`src/rtl/branch_predictor_pkg.sv`:
```
// Shared types and helpers for the BTB/bimodal branch predictor.
package branch_predictor_pkg;

  localparam int          BP_ENTRIES = 64;
  localparam int          BP_IDX_W   = 6;
  localparam int          BP_TAG_W   = 24;
  localparam logic [1:0]  CNT_RESET  = 2'b01;

  typedef struct packed {
    logic                valid;
    logic [BP_TAG_W-1:0] tag;
    logic [31:0]         target;
    logic                jmp;
  } btb_entry_t;

  function automatic logic [1:0] sat_inc(input logic [1:0] c);
    return (c == 2'b11) ? c : c + 2'd1;
  endfunction

  function automatic logic [1:0] sat_dec(input logic [1:0] c);
    return (c == 2'b00) ? c : c - 2'd1;
  endfunction

endpackage

```
`src/rtl/branch_predictor.sv`:
```
// 64-entry BTB + 2-bit counter predictor; zero-latency lookup, update visible the edge after upd_en, no backpressure.
// Optional GSHARE_EN: counters indexed by pc[7:2] XOR a 6-bit global taken history.
module branch_predictor
  import branch_predictor_pkg::*;
(
  input  logic        clk,
  input  logic        rst_n,
  input  logic [31:0] pc_f,
  output logic        predict_f,
  output logic [31:0] target_f,
  input  logic        upd_en,
  input  logic [31:0] upd_pc,
  input  logic        upd_is_br,
  input  logic        upd_taken,
  input  logic [31:0] upd_target,
  input  logic        upd_predict,
  output logic        mispred_e,
  output logic [31:0] br_cnt,
  output logic [31:0] mispred_cnt
);

  btb_entry_t btb [BP_ENTRIES];
  logic [1:0] pht [BP_ENTRIES];

  logic [BP_IDX_W-1:0] f_idx, u_idx, f_cidx, u_cidx;
  btb_entry_t          f_ent, wr_ent;
  logic                f_hit;
  logic                unused_pc_lsb;

  assign f_idx = pc_f[7:2];
  assign u_idx = upd_pc[7:2];
  assign unused_pc_lsb = ^{pc_f[1:0], upd_pc[1:0]};

`ifdef GSHARE_EN
  logic [BP_IDX_W-1:0] ghr;

  assign f_cidx = f_idx ^ ghr;
  assign u_cidx = u_idx ^ ghr;

  always_ff @(posedge clk) begin
    if (!rst_n) begin
      ghr <= '0;
    end else if (upd_en && upd_is_br) begin
      ghr <= {ghr[BP_IDX_W-2:0], upd_taken};
    end
  end
`else
  assign f_cidx = f_idx;
  assign u_cidx = u_idx;
`endif

  // Lookup reads the array as it stands, so a same-cycle update is not visible yet.
  assign f_ent     = btb[f_idx];
  assign f_hit     = f_ent.valid && (f_ent.tag == pc_f[31:8]);
  assign predict_f = f_hit && (f_ent.jmp || pht[f_cidx][1]);
  assign target_f  = f_hit ? f_ent.target : pc_f + 32'd4;

  assign mispred_e = upd_en && (upd_predict != upd_taken);

  assign wr_ent = '{valid:  1'b1,
                    tag:    upd_pc[31:8],
                    target: upd_target,
                    jmp:    !upd_is_br};

  always_ff @(posedge clk) begin
    if (!rst_n) begin
      for (int i = 0; i < BP_ENTRIES; i++) begin
        btb[i].valid <= 1'b0;
        pht[i]       <= CNT_RESET;
      end
      br_cnt      <= '0;
      mispred_cnt <= '0;
    end else if (upd_en) begin
      if (upd_is_br) begin
        pht[u_cidx] <= upd_taken ? sat_inc(pht[u_cidx]) : sat_dec(pht[u_cidx]);
        if (br_cnt != '1) br_cnt <= br_cnt + 32'd1;
      end
      // Not-taken branches never allocate; jumps and taken branches always (re)write.
      if (!upd_is_br || upd_taken) btb[u_idx] <= wr_ent;
      if (mispred_e && (mispred_cnt != '1)) mispred_cnt <= mispred_cnt + 32'd1;
    end
  end

endmodule
```
`config.mk`:
```
export PLATFORM = sky130hd
export DESIGN_NAME = branch_predictor
export DESIGN_NICKNAME = d
export VERILOG_FILES = /design/src/rtl/branch_predictor_pkg.sv /design/src/rtl/branch_predictor.sv
export SDC_FILE = /design/constraint.sdc
export NUM_CORES = 2
export LEC_CHECK = 0
export CAP_MARGIN = 20
export CELL_PAD_IN_SITES_DETAIL_PLACEMENT = 2
export CELL_PAD_IN_SITES_GLOBAL_PLACEMENT = 2
export CORE_ASPECT_RATIO = 0.9
export CORE_UTILIZATION = 56
export CTS_BUF_LIST = sky130_fd_sc_hd__clkbuf_4 sky130_fd_sc_hd__clkbuf_8
export DETAILED_ROUTE_END_ITERATION = 8
export PLACE_DENSITY = 0.92
export SLEW_MARGIN = 20
export SYNTH_ARGS = -nofsm -noshare
export SYNTH_HDL_FRONTEND = slang
export SYNTH_SLANG_ARGS = --single-unit
```
`constraint.sdc`:
```
create_clock -name clk -period 9.15 [get_ports clk]
set_input_delay 0.915 -clock clk [delete_from_list [all_inputs] [get_ports clk]]
set_output_delay 0.915 -clock clk [all_outputs]
set_load 0.02 [all_outputs]
```
==> results_dict.tcl, run 1 <==
set metrics [dict create \
    syn_nets 7024 \
    synth_area_leaders "edfxtp_1 75%, mux4_2 15%, dfxtp_1 1.7%" \
    place_hpwl_um 438000 \
    netlist_instances 6919 \
    gp_routability_congestion 0.850 \
    ys_types 81 \
    toolErrorMsg "[ERROR DPL-0033] detailed placement checks failed during check placement." \
    yosys_warnings 0 \
    haltStage "detailed placement (3_5_place_dp)" \
    die_w_um 551 \
    status "did not finish" \
    synth_area_per_cell_um2 22.0 \
    synth_area_um2 152000 \
    ys_seq_area_share_pct 76.3 \
    ios 200 \
    yosysTopAreaCell "edfxtp_1" \
    netlist.area_leader.share_pct 74.6 \
    io_buffers 197 \
    ys_ff_latch 3904 \
    fp-row-count 181 \
    ys.flop_type "edfxtp_1" \
    initial_core_util_pct 56.3 \
    fp.dieH_um 496 \
    async_reset_ff_share_pct 0 \
    synth-edff-count 3776 \
]
-- Yosys cell counts (all sizes together) (10+ instances only) --
library cell / number
a221oi: 38
o21ai: 107
xor2: 27
a21o: 67
clkbuf: 196
a22oi: 83
nor4: 18
edfxtp: 3776
nor2: 150
buf: 220
or3: 16
inv: 15
mux2i: 140
o221ai: 13
a21oi: 62
nor3: 121
and4: 10
nand4: 97
nand3: 63
mux2: 72
a22o: 15
and3: 16
a211oi: 25
nor2b: 21
a21boi: 15
dfxtp: 128
mux4: 1045
o22ai: 15
nand2: 121
xnor2: 65
and2: 58
-- per-stage QoR --
stage | instances | setup WS (ps) | cell area (um2)
3_3_place_gp | 10500 | 1720 | 159000
2_1_floorplan | 6919 | 3680 | 152000
-- kinds of logic after synthesis --
kind of cell / Yosys count / share of synthesized area (%)
AOI/OAI and AO/OA: 500 / 2.29
xor gates and xnor gates: 92 / 0.530
adders and majority gates: 5 / 0.0379
buffers and inverters: 432 / 1.38
DFF: 3904 / 76.3
muxes: 1257 / 17.0
and+or+nand+nor: 729 / 2.48
==> run 2, diff against run 1 <==
Settings changed: CELL_PAD_IN_SITES_DETAIL_PLACEMENT 2 to unset, CELL_PAD_IN_SITES_GLOBAL_PLACEMENT 2 to unset, CORE_ASPECT_RATIO 0.9 to unset, CORE_UTILIZATION 56 to 40, CTS_BUF_LIST sky130_fd_sc_hd__clkbuf_4 sky130_fd_sc_hd__clkbuf_8 to unset, PLACE_DENSITY 0.92 to unset, PLACE_DENSITY_LB_ADDON set to 0.15.
==> results_dict.tcl, run 2 <==
set metrics [dict create \
    status "complete, no violations" \
    top_register "btb" \
    ys_seq_area_share_pct 76.3 \
    grt_pass1_wl_um 657000 \
    netlist.area_leader.share_pct 74.6 \
    grt_pass1_vias 77400 \
    finalNetCount 7461 \
    ys_types 81 \
    final_cell_mix "3776 x edfxtp_1, 1045 x mux4_2, 427 x clkbuf_16" \
    die_area_um2 383000 \
    ys.flop_type "edfxtp_1" \
    final.fill_count 31400 \
    netlist_instances 6919 \
    power_leakage_nw 54.5 \
    clk_pin_slew_ps 60 \
    finalSetupTns_ps 0 \
    synth-edff-count 3776 \
    cts_buffer_depth 4 \
    h-tree-depth 5 \
    hold_viol 0 \
    pre_cts_ws_ps 2100 \
    place_hpwl_um 248000 \
    synth_area_um2 152000 \
    peakVddDrop_v 0.000159 \
    die_w_um 619 \
    wl_per_cell_um 37.8 \
    end_kind "primary output" \
    worstSetupStartpointType "primary input" \
    clock-sinks 3904 \
    finClkSkew_ps 41.4 \
    post-place-cells 11900 \
    synth_commonest_cells "3776 x edfxtp_1, 1045 x mux4_2, 196 x clkbuf_1" \
    max_freq_mhz 143 \
    clk_latency_ps 970 \
    critical_path_class "primary input to primary output" \
    initialDrtViolationCount 9690 \
    arrival_ps 6060 \
    cts_hold_buf 0 \
    dr.pass1.iters 6 \
    core-area_um2 379000 \
    yosysTopAreaCell "edfxtp_1" \
    grtUsageTotal_pct 25.0 \
    route.detailed.drc 0 \
    synth_most_common_cell "edfxtp_1" \
    p_per_area_nw_per_um2 219 \
    synth_area_per_cell_um2 22.0 \
    path_cells "buf_4 > buf_4 > or3b_2 > o22ai_1 > a211oi_1 > a221oi_1 > mux2_2 > a211oi_1 > and4bb_1 > nand4_4 > buf_12 > mux2_4 > clkdlybuf4s50_1" \
    ys_ff_latch 3904 \
    final_max_slew_viol_count 0 \
    largest_reg_flops 3712 \
    worst_pin_slew_ps 1170 \
    io_buffers 197 \
    hp-class "register to register" \
    grt_max_degree 112 \
    cts_resized 0 \
    required_ps 8240 \
    final_common_cell "edfxtp_1" \
    final_util_pct 46.1 \
    drv_cap 0 \
    drtAntennaViolNets 0 \
    synthToLayoutAreaGrowth_pct 14.7 \
    grt_antenna_before_repair 35 \
    grt-ovfl-total 0 \
    clockRootBuffer "clkbuf_16" \
    cpMaxStageDelayCell "or3b_2" \
    setup_viol 0 \
    totalWireLength_um 482000 \
    critPathMaxStageDelay_ps 720 \
    layout-drive-gt1-share_pct 27.3 \
    async_reset_ff_share_pct 0 \
    layout_min_cycle_time_ps 6970 \
    syn_nets 7024 \
    fp.dieH_um 619 \
    fp-row-count 226 \
    timing.final.crit_share_pct 76.2 \
    largestRegisters "btb x3712, pht x128" \
    rsz0062_at_grt "no" \
    fin_ws_ps 2180 \
    initial_core_util_pct 40.2 \
    post_cts_buffers 0 \
    slew_headroom_pct 21.7 \
    vias 77400 \
    crit_fanout 33 \
    gp_routability_congestion 0.793 \
    yosys_warnings 0 \
    synth_area_leaders "edfxtp_1 75%, mux4_2 15%, dfxtp_1 1.7%" \
    cts_tree "built" \
    finalNonFillerCells 12700 \
    cts_buffers 420 \
    ios 200 \
    viasPerCell 6.08 \
]
-- run 2: cell counts after synthesis --
Identical to the previous run, type by type.
-- run 2: metrics by stage --
stage	hold slack [ps]	power (mW)	cell area [um2]
6_report	446	38.2	174000
5_1_grt	458	39.2	174000
4_1_cts	448	38.4	174000
3_5_place_dp	434	22.0	161000
3_3_place_gp	427	22.0	161000
2_1_floorplan	421	21.1	152000
-- run 2: logic make-up after synthesis --
logic type / count (synthesis) / share of synthesized area (%)
flip-flops: 3904 / 76.3
AND/OR/NAND/NOR: 729 / 2.48
buffers and inverters: 432 / 1.38
adder cells (fa/ha/maj): 5 / 0.0379
AO/OA/AOI/OAI: 500 / 2.29
XOR/XNOR: 92 / 0.530
multiplexers: 1257 / 17.0
-- run 2: metal layers --
| metal | up-vias | wire length [um] | track usage (%) |
|---|---|---|---|
| met5 | - | 38 | 0 |
| met3 | 693 | 34600 | 3.78 |
| met1 | 43100 | 193000 | 34.2 |
| met2 | 3327 | 238000 | 41.7 |
| li1 | 30300 | - | - |
| met4 | 6 | 15900 | 7.28 |
-- run 2: critical path: cells and delay by family --
family          cells  cell delay [ps]
compound gates      4             1310
buf+inv             4             1730
mux                 2              770
simple gates        3             1130
-- run 2: worst paths after layout --
| check | cells after the start | from | to | slack [ps] |
|---|---|---|---|---|
| min reg2reg | 1 | btb[5][57] | btb[5][57] | 450 |
| min | 1 | btb[5][57] | btb[5][57] | 450 |
| max | 13 | pc_f[5] | target_f[24] | 2180 |
| max reg2reg | 8 | pht[2][1] | pht[14][0] | 5880 |
-- run 2: area by class of cell --
| cell class | count | area [um2] | share of cell area [%] |
|---|---|---|---|
| well taps | 5016 | 6280 | 3.60 |
| inverters | 16 | 70.1 | 0.0402 |
| flip-flops and latches | 3904 | 116000 | 66.5 |
| clock inverters | 250 | 2200 | 1.26 |
| diodes | 12 | 30.0 | 0.0172 |
| repair buffers | 431 | 4220 | 2.42 |
| multi-input cells | 2583 | 34500 | 19.8 |
| clock buffers | 527 | 11100 | 6.36 |
-- run 2: where the power goes --
| group | internal (mW) | total [mW] | switching, mW |
|---|---|---|---|
| clock network | 9.46 | 16.6 | 7.10 |
| logic | 0.699 | 1.91 | 1.21 |
| registers | 19.7 | 19.7 | 0.0227 |
| total | 29.8 | 38.2 | 8.33 |
(Power assumes the default switching activity.)
